`src/rtl/reg_bank_if.sv`:
```
// Write-back / clear-request bus between the datapath and the MIPS register bank.
// The master drives writes and clear requests; the slave returns status and the flat register bus.
interface reg_bank_if #(
    parameter int DATA_W = 32,
    parameter int N_REGS = 32,
    parameter int ADDR_W = 5
);
    logic                     WrEn;
    logic [ADDR_W-1:0]        WrAddr;
    logic [DATA_W-1:0]        WrData;
    logic                     ClrReq;
    logic                     Busy;
    logic                     WrDrop;
    logic [N_REGS*DATA_W-1:0] RegsOut;

    modport master (
        output WrEn, WrAddr, WrData, ClrReq,
        input  Busy, WrDrop, RegsOut
    );

    modport slave (
        input  WrEn, WrAddr, WrData, ClrReq,
        output Busy, WrDrop, RegsOut
    );
endinterface

```
`src/rtl/reg_bank.sv`:
```
// 32 x 32-bit MIPS register bank: R0 is hardwired to zero, one write port, sequenced clear of R1..R31.
// Optional write-through to RegsOut when REG_BANK_BYPASS_EN is defined.
module reg_bank #(
    parameter int DATA_W = 32,
    parameter int N_REGS = 32,
    parameter int ADDR_W = 5
) (
    input  logic        Clk,
    input  logic        Rst,
    reg_bank_if.slave   bus
);
    typedef enum logic {
        IDLE  = 1'b0,
        CLEAR = 1'b1
    } state_t;

    localparam logic [ADDR_W-1:0] CNT_FIRST = ADDR_W'(1);
    localparam logic [ADDR_W-1:0] CNT_LAST  = ADDR_W'(N_REGS - 1);

    state_t                   state_q, state_d;
    logic [ADDR_W-1:0]        cnt_q, cnt_d;
    logic                     busy_q;
    logic                     wrdrop_q, wrdrop_d;
    logic                     wr_en_s;
    logic                     clr_en_s;
    logic [DATA_W-1:0]        regs_q [N_REGS];
    logic [N_REGS*DATA_W-1:0] regs_out_s;

    // Next-state, clear counter and write/clear strobes
    always_comb begin
        state_d  = state_q;
        cnt_d    = cnt_q;
        wr_en_s  = 1'b0;
        clr_en_s = 1'b0;
        wrdrop_d = 1'b0;
        case (state_q)
            IDLE: begin
                wr_en_s = bus.WrEn && (bus.WrAddr != '0);
                if (bus.ClrReq) begin
                    state_d = CLEAR;
                    cnt_d   = CNT_FIRST;
                end else begin
                    state_d = IDLE;
                end
            end
            CLEAR: begin
                clr_en_s = 1'b1;
                wrdrop_d = bus.WrEn && (bus.WrAddr != '0);
                // Exit on the last register so the counter never wraps onto R0
                if (cnt_q == CNT_LAST) begin
                    state_d = IDLE;
                    cnt_d   = CNT_FIRST;
                end else begin
                    cnt_d   = cnt_q + ADDR_W'(1);
                end
            end
            default: begin
                state_d = IDLE;
                cnt_d   = CNT_FIRST;
            end
        endcase
    end

    // State, status flags and register storage
    always_ff @(posedge Clk) begin
        if (Rst) begin
            state_q  <= IDLE;
            cnt_q    <= CNT_FIRST;
            busy_q   <= 1'b0;
            wrdrop_q <= 1'b0;
            for (int k = 0; k < N_REGS; k++) begin
                regs_q[k] <= '0;
            end
        end else begin
            state_q  <= state_d;
            cnt_q    <= cnt_d;
            busy_q   <= (state_d == CLEAR);
            wrdrop_q <= wrdrop_d;
            if (wr_en_s) begin
                regs_q[bus.WrAddr] <= bus.WrData;
            end else if (clr_en_s) begin
                regs_q[cnt_q] <= '0;
            end
        end
    end

    // Flat read bus; R0 slice is tied to zero
    always_comb begin
        regs_out_s = '0;
        for (int k = 1; k < N_REGS; k++) begin
`ifdef REG_BANK_BYPASS_EN
            if ((state_q == IDLE) && bus.WrEn && (bus.WrAddr == ADDR_W'(k))) begin
                regs_out_s[DATA_W*k +: DATA_W] = bus.WrData;
            end else begin
                regs_out_s[DATA_W*k +: DATA_W] = regs_q[k];
            end
`else
            regs_out_s[DATA_W*k +: DATA_W] = regs_q[k];
`endif
        end
    end

    assign bus.RegsOut = regs_out_s;
    assign bus.Busy    = busy_q;
    assign bus.WrDrop  = wrdrop_q;
endmodule
```
`src/flat_wrapper.sv`:
```
// flat-port wrapper written by rule: the top's interface ports become plain ports
module reg_bank_flat 
#(
    parameter int DATA_W = 32,
    parameter int N_REGS = 32,
    parameter int ADDR_W = 5
)
  (Clk, Rst, bus_WrEn, bus_WrAddr, bus_WrData, bus_ClrReq, bus_Busy, bus_WrDrop, bus_RegsOut);
  reg_bank_if #(.DATA_W(DATA_W), .N_REGS(N_REGS), .ADDR_W(ADDR_W)) bus_i ();
  input  logic Clk;
  input  logic Rst;
  input wire logic [$bits(bus_i.WrEn)-1:0] bus_WrEn;
  input wire logic [$bits(bus_i.WrAddr)-1:0] bus_WrAddr;
  input wire logic [$bits(bus_i.WrData)-1:0] bus_WrData;
  input wire logic [$bits(bus_i.ClrReq)-1:0] bus_ClrReq;
  output wire logic [$bits(bus_i.Busy)-1:0] bus_Busy;
  output wire logic [$bits(bus_i.WrDrop)-1:0] bus_WrDrop;
  output wire logic [$bits(bus_i.RegsOut)-1:0] bus_RegsOut;
  assign bus_i.WrEn = bus_WrEn;
  assign bus_i.WrAddr = bus_WrAddr;
  assign bus_i.WrData = bus_WrData;
  assign bus_i.ClrReq = bus_ClrReq;
  assign bus_Busy = bus_i.Busy;
  assign bus_WrDrop = bus_i.WrDrop;
  assign bus_RegsOut = bus_i.RegsOut;
  reg_bank #(.DATA_W(DATA_W), .N_REGS(N_REGS), .ADDR_W(ADDR_W)) u_core (.Clk(Clk), .Rst(Rst), .bus(bus_i));
endmodule
```
`config.mk`:
```
export PLATFORM = sky130hd
export DESIGN_NAME = reg_bank_flat
export DESIGN_NICKNAME = d
export VERILOG_FILES = /design/src/rtl/reg_bank_if.sv /design/src/rtl/reg_bank.sv /design/src/flat_wrapper.sv
export SDC_FILE = /design/constraint.sdc
export NUM_CORES = 1
export LEC_CHECK = 0
export BUFFER_PORTS_ARGS = -buffer_cell sky130_fd_sc_hd__buf_2
export CORE_AREA = 4 4 408 410
export CTS_CLUSTER_DIAMETER = 60
export DETAILED_ROUTE_END_ITERATION = 8
export DIE_AREA = 0 0 412 414
export GPL_TIMING_DRIVEN = 0
export SLEW_MARGIN = 10
export SYNTH_ARGS = -nofsm -noshare
export SYNTH_HDL_FRONTEND = slang
export SYNTH_SLANG_ARGS = --single-unit
```
`constraint.sdc`:
```
create_clock -name Clk -period 3.6 [get_ports Clk]
set_input_delay 0.72 -clock Clk [delete_from_list [all_inputs] [get_ports Clk]]
set_output_delay 0.72 -clock Clk [all_outputs]
set_load 0.05 [all_outputs]
```
==> results of run 1 <==
## state kept, by name, summed over array words and instances (netlist names)
name and flops:
u_core.cnt_q 5, u_core.regs_q 992, u_core.state_q 1, u_core.bus.WrDrop 1
## cells in the mapped netlist, types with 5 or more instances
cell type	count
nand2b_1	5
nand2_1	34
buf_2	152
edfxtp_1	992
o21bai_1	25
nor3_1	835
buf_4	37
clkbuf_1	103
a31o_2	10
nor3_2	30
nor2_1	140
dfxtp_1	7
buf_1	27
a21oi_1	5
nand4_1	32
nand2_2	17
## cell families after synthesis
family	synth area share [%]
AND/OR/NAND/NOR	14.83
buffers and inverters	4.138
multiplexers	0.2901
other	0.009994
flip-flops	79.76
adder cells (fa/ha/maj)	0.06668
AO/OA/AOI/OAI	0.9036
## metrics by stage
step / cells / power, mW / util [%] / hold WS [ps]
global route: 5977 / 30.28 / 30.99 / 204.9
global placement: 5721 / 17.97 / 28.04 / 534.6
CTS: 5970 / 29.69 / 30.96 / 168.4
floorplan: 2513 / 16.23 / - / 490.5
detailed placement: 5752 / 18.08 / 28.64 / 534.9
finish: 5994 / 29.58 / 31.01 / 247.1
## layout by cell type, fill, tap and decap left out, types with 16 or more instances in the layout
cell type / instances
diode_2: 24
o21bai_4: 24
buf_4: 37
nand4_1: 32
clkbuf_16: 117
nor3_2: 30
nand2_1: 23
buf_12: 25
clkbuf_1: 117
nor2_1: 139
conb_1: 32
edfxtp_1: 992
buf_1: 24
clkinv_1: 29
clkinv_2: 16
buf_2: 1188
nor3_1: 835
nand2_2: 28
## layer usage
metal	vias up	GRT usage, %
met5	-	0
met4	6	8.643
met3	351	6.362
met2	2055	39.28
met1	14654	27.67
li1	11812	-
## report_power, final
group          internal, mW  switching (mW)
clock network          6.49            5.27
registers              13.3           0.172
logic                 0.624            3.77
## layout make-up
type / instances / area [um^2]
inverters: 4 / 15.01
well taps: 2175 / 2721
diodes: 24 / 60.06
flip-flops and latches: 999 / 29930
fillers: 16351 / 112000
multi-input cells: 1190 / 6485
clock buffers: 136 / 2999
repair buffers: 1064 / 5836
clock inverters: 82 / 770.7
plain buffers: 320 / 1548
## path summary, 6_finish.rpt
path | startpoint | end | slack [ps]
setup / recovery | u_core.state_q | u_core.regs_q[8][16] | 120
hold / removal | bus_WrEn | u_core.bus.WrDrop | 250
setup reg to reg | u_core.state_q | u_core.regs_q[8][16] | 120
hold reg to reg | u_core.cnt_q[3] | u_core.cnt_q[3] | 560
## repair_timing
action	CTS	global route
hold buffers	0	0
setup endpoints to repair	28	0
hold endpoints to repair	0	0
resized for setup	2	0
setup buffers	0	0
==> impl.org, run 1 <==
** Run status
- Result of the run :: complete, no violations

** Critical path
- Endpoint kind of the worst setup timing path :: flop
- Number of cell instances on the worst register-to-register path :: 6
- The kind of cell with the highest combined delay along the critical path is buffers and inverters.
- Among all stages on the critical path, the largest delay is contributed by clkbuf_1.
- For the worst setup path, the data required time is 4050 ps.
- The setup path with the least slack is of type reg -> reg.
- Peak fanout along the critical path :: 10
- In this run the number of cells on the critical path is 6.
- The worst setup path is launched from a flop.
- Sequence of cells on the critical path :: nand2b_4, buf_6, buf_2, nand2_1, clkbuf_1, nor3_1
- CP Data Arrival Time :: 3930 ps
- WP buf/inv :: 3
- Delay of the slowest cell on the worst path :: 1040 ps

** Final layout
- The finished cells cover between 50000 and 60000 um^2.
- Share of cells above drive strength 1 :: 40.40%
- NumNets Final :: 3738
- Syn-to-layout area delta :: 34.22%

** Yosys
- Of the synthesized area, sequential elements account for between 70% and 80%.
- Main area contributors after synthesis :: edfxtp_1, nor3_1, buf_2
- The biggest area contributor in the post-synthesis netlist is edfxtp_1.
- The top cell type by area accounts for roughly four fifths of the synthesized area.
- During synthesis, Yosys emitted a total of 0 warnings.
- Counting flops with a built-in enable in the synthesized netlist gives 992.
- The cell area that synthesis handed to floorplanning was ~38000 um^2.
- Counting every instance in the synthesized netlist gives roughly 2.5k.
- The most used flip-flop cell after synthesis is edfxtp_1.
- Averaged over all synthesized cells, the footprint is 15.12 um^2.
- After synthesis, the share of flip-flops with an asynchronous set or reset is 0%.
- In this run, synthesis produced a sequential element count of 999.
- In this run, distinct cell masters in the synthesized netlist total 35.

** Routing
- After detailed routing, the average wire length per cell comes to 34.09 um.
- Routed vias/inst :: 4.818
- Vias post-DR :: 28.88k
- For this block, wires on met1 add up to 75.11 mm.
- In this run the remaining antenna-violating nets after routing total 0.
- Met3 routed wirelength :: 20.67 mm
- Routed length on met2 :: around 100 mm
- Summed over all layers, the routed wires come to 204.3 mm.
- Post-route DRC violation count :: 0
- TritonRoute pass-1 iters :: 5
- In this run the top signal layer used is met5.
- 1st-iter DRT viols :: 3445

** Clocking
- The H-tree was split into 3 levels.
- CTS root buffer :: clkbuf_16
- Worst-Skew Late Latency :: 780 ps
- No sink is reached through more buffers than the 3 on the longest clock path.
- Post-CTS clock slew at the launch and capture registers of the worst setup and hold paths :: 60 ps
- Number of buffers added by the clock tree synthesis step :: ~120
- Clock Sinks :: 999
- TritonCTS built the clock tree.

** Die
- Starting Density :: between 20% and 30%
- Chip height :: 414 um
- Width of the chip :: 412 um
- The die covers between 150000 and 200000 um^2.
- The initialized floorplan defines 148 standard-cell rows.
- CORE AREA :: 162400 um^2
- Boundary Pins :: 1067

** GRT
- The number of antenna violations at the first check in global routing was 28.
- Congestion Overflow GR :: 0
- Entering global routing, the biggest net connects 33 pins.
- Global-route wire length before repair :: 261.6 mm
- The number of global-route vias before repair was 27.52k.
- In the global route stage, overall resource usage came out at 23.04%.

** Hold path
- Worst hold path stage count :: 2
- Worst min-delay path category :: in -> reg

** Placed design
- DP Worst Slack :: -793.1 ps
- DPL Wire Length :: approximately 150 mm
- The congestion estimate from routability-driven global placement came to a little under 0.9.
- After detailed placement, the total cell area comes to 46510 um^2.
- During placement, the flow inserted port buffers numbering 1033.

** Flow run
- Maximum capacitance violations :: 0

** Timing
- Period Utilization, post-route :: 96.67%
- Shortest period the worst path allows :: 3480 ps
- Number of max-slew violations in the final report :: 0
- Headroom to the max-slew limit came out at 5.444%.
- The final hold violation count is 0.
- Max Clock Freq :: ~290 MHz
- Setup ws final :: between 100 and 150 ps
- Final setup violation count :: 0
- On the final layout, the worst clock skew is 64.91 ps.
- At the pin with the least slew margin, the transition time is 1418 ps.
- Setup TNS after final layout :: 0 ps

** Power and ir drop
- Leakage power summed over all cells :: 18.80 nW
- Dividing total power by cell area gives a power density of 587.3 nW/um^2.
- Peak supply drop :: 395.9 uV
Note: power is estimated with default switching activity, not from simulation.
==> run 2, diff against run 1 <==
--- a/config.mk
+++ b/config.mk
@@ -11,6 +11,7 @@
 export DETAILED_ROUTE_END_ITERATION = 8
 export DIE_AREA = 0 0 412 414
 export GPL_TIMING_DRIVEN = 0
+export REMOVE_ABC_BUFFERS = 1
 export SLEW_MARGIN = 10
 export SYNTH_ARGS = -nofsm -noshare
 export SYNTH_HDL_FRONTEND = slang
==> impl.org, run 2 (synthesis results as in run 1) <==
** Run status
- The run finished with clean final reports.

** Critical path
- CP Data Arrival Time :: 3930 ps (about the same)
- Following the worst setup path forward leads to its endpoint at u_core.regs_q[9][1].
- The worst register-to-register path begins at u_core.state_q.
- The register-to-register setup slack came to 280 ps (+160 ps).
- The cell family contributing the most delay on the critical path is buffers and inverters.
- The most numerous cell type found on the critical path is buf_12.
- Endpoint kind of the worst setup timing path :: flop
- In this run the worst setup path begins at Rst.
- The critical path required time came to 4050 ps (about the same).
- Depth of the critical timing path with buffers and inverters included :: 8 (+2)
- The delay of the slowest cell on the worst path came to 570 ps (-470 ps).
- The worst setup path is launched from a primary input.
- Sequence of cells on the critical path :: buf_6, nand2b_4, mux2i_4, nand2_8, buf_12, buf_12, o21bai_4, buf_16
- The critical path is of the in -> reg type.
- The number of buffers and inverters on the critical path was 4 (+1).
- Peak fanout along the critical path :: 45 (+35)
- Worst reg2reg endpoint :: u_core.regs_q[9][1]
- The length in cells of the worst reg-to-reg path is 7 (+1).
- Cell with the largest stage delay on the worst path :: mux2i_4

** Timing
- Unrepaired setup endpoints after global routing :: no
- The worst hold margin is 287.4 ps (+40.23 ps).
- Worst setup skew after layout :: 49.25 ps (-15.65 ps)
- Number of max-slew violations in the final report :: 0 (unchanged)
- Shortest period the worst path allows :: 3483 ps (+3.338 ps)
- The setup total negative slack came to 0 ps (unchanged).
- Least-Margin Pin Slew :: 1215 ps (-203.7 ps)
- Final count of hold timing violations :: 0 (unchanged)
- Setup ws final :: 116.7 ps (-3.338 ps)
- The count of endpoints failing setup in the final report came to 0 (unchanged).
- The timing-limited maximum frequency is 287.1 MHz (about the same).
- Period Utilization, post-route :: 96.76% (about the same)
- The remaining max-slew budget at the tightest pin was 19.02% (+14 points).

** Clocking
- Worst-Skew Late Latency :: 770 ps (about the same)
- Clock Sinks :: 999 (unchanged)
- Clk buf depth :: 3 (unchanged)
- The clock-pin slew of the registers on the worst-case setup and hold paths is 50 ps (about the same).
- Clock tree synthesis selected as its root buffer the cell clkbuf_16.
- Number of buffers added by the clock tree synthesis step :: 111 (-4.3%)
- TritonCTS clock tree :: built
- Deepest level of the CTS H-tree :: 3 (unchanged)

** Routing
- The via count of the routed design came to 27.01k (-6.5%).
- The routed wire length per instance is 28.53 um (-16%).
- TritonRoute pass-1 iters :: 5 (unchanged)
- Routed vias/inst :: 4.738 (-1.7%)
- The DRC violation count after routing came to 0 (unchanged).
- Final wirelength :: 162.6 mm (-20%)
- Antenna-violating nets left :: 0 (unchanged)
- The initial DRC count was 3474 (+0.84%).

** Flow run
- Maximum capacitance violations :: 0 (unchanged)

** Placed design
- The instance area at placement is 46520 um^2 (about the same).
- IO Port Bufs :: 1034 (+0.097%)
- Placer's final routability congestion estimate :: 0.7954 (-10%)
- DP Worst Slack :: -1898 ps (-1105 ps)
- The final HPWL from detailed placement is 112.1 mm (-27%).

** GRT
- The maximum number of pins on one net before global-route repair came to 91 (+180%).
- The sum of overflow across all layers after global routing came to 0 (unchanged).
- The all-layer global routing usage is 18.20% (-4.8 points).
- The wire length of the first global-routing pass is 214.8 mm (-18%).
- Vias in the first global route :: 25.64k (-6.8%)
- The number of antenna violations at the first check in global routing is 18 (-36%).

** Power and ir drop
- The switching share of power was 29.81% (-1.3 points).
- Peak supply drop :: 483.3 uV (+22%)
- The internal power summed over all cells came to 20.35 mW (about the same).
- The combinational share of power was 14.7% (-0.2 points).
- Reported net switching power :: 8.640 mW (-6.2%)
- Power share of the clock group :: 39.1% (-0.6 points)
- Power density over the cells :: 576.5 nW/um^2 (-1.8%)
- Sequential power share :: 46.2% (+0.8 points)
- The standby leakage power is 18.73 nW (-0.38%).
- Total chip power :: 28.99 mW (-2.0%)

** Final layout
- Leaving out fill and tap cells, the most frequent cell in the layout is buf_2.
- Leaving out fill and tap cells, the most frequent cells in the layout are buf_2, edfxtp_1, nor3_1, nor2_1, clkbuf_16.
- Compared with the post-synthesis result, the final layout area differs by 33.99%.
- The number of nets in the layout is 3473 (-7.1%).
- The footprint of the multi-input gates was 6777 um^2 (+4.5%).
- Counting flops per register, the top entry is u_core.regs_q.
- Area taken by flip-flops and latches :: 29930 um^2 (about the same)
- The ratio of cells with drive above 1 in the final layout is 39.84% (-0.55 points).
- Final design area excluding fillers :: 50280 um^2 (-0.17%)
- Filler Cells Inserted :: 16.15k (-1.2%)
- Biggest regs :: u_core.regs_q x992, u_core.cnt_q x5
- Number of flip-flops under the largest register name :: 992 (unchanged)

** Die
- Chip height :: 414 um (unchanged)
- CORE AREA :: 162400 um^2 (unchanged)
- The initial core utilization came to 23.11% (unchanged).
- Width of the chip :: 412 um (unchanged)
- The number of rows in the core area was 148 (unchanged).
- Boundary Pins :: 1067 (unchanged)
- The full die area was 170600 um^2 (unchanged).

** Hold path
- Worst min-delay path category :: in -> reg
## run 2: cell count changes in the layout (fill, tap and decap cells not counted), sizes merged
cell,before,now
bufinv,6,9
clkinv,55,42
clkbuf,239,131
diode,24,7
buf,1281,1123
## run 2: through the flow
stage / utilization (%) / cells
global placement: 27.09 / 5402
global route: 30.95 / 5698
floorplan: - / 2193
finish: 30.96 / 5701
detailed placement: 28.64 / 5484
CTS: 30.94 / 5694
## run 2: area by class of cell
type                       count  area share (%)
antenna                        7         0.03484
clock buffer                 130           5.709
clock inverter                72           1.461
inverter                       4         0.02986
multi-input combinational   1190           13.48
sequential                   999           59.53
tap                         2175           5.413
timing repair buffer        1124           14.35
## run 2: worst min path at each step
stage                        endpoint  cells after the start             from
finish              u_core.bus.WrDrop                      2         bus_WrEn
detailed placement    u_core.cnt_q[3]                      2  u_core.cnt_q[3]
global placement      u_core.cnt_q[3]                      2  u_core.cnt_q[3]
CTS                 u_core.bus.WrDrop                      2         bus_WrEn
global route        u_core.bus.WrDrop                      2         bus_WrEn
floorplan             u_core.cnt_q[3]                      2  u_core.cnt_q[3]
## run 2: layer usage
metal	vias up	part of all wire, %	track usage, %
met5	-	0.0080	0
met2	1850	49	30.89
met1	13574	37	22.18
li1	11246	-	-
met4	2	4.5	8.151
met3	337	9.5	3.880
## run 2: what timing repair did
item | in CTS | in global routing
hold buffers | 0 | 0
pin swaps | 3 | 0
setup endpoints to repair | 697 | 46
resized for setup | 4 | 3
setup buffers | 8 | 0
## run 2: power groups by stage
stage	registers (mW)	logic (mW)	clock network, mW
3_3_place_gp	13.7	3.90	0
4_1_cts	13.4	4.30	11.5
3_5_place_dp	13.6	4.28	0
2_1_floorplan	15.4	0.705	0
5_1_grt	13.4	4.37	11.9
6_report	13.4	4.28	11.3
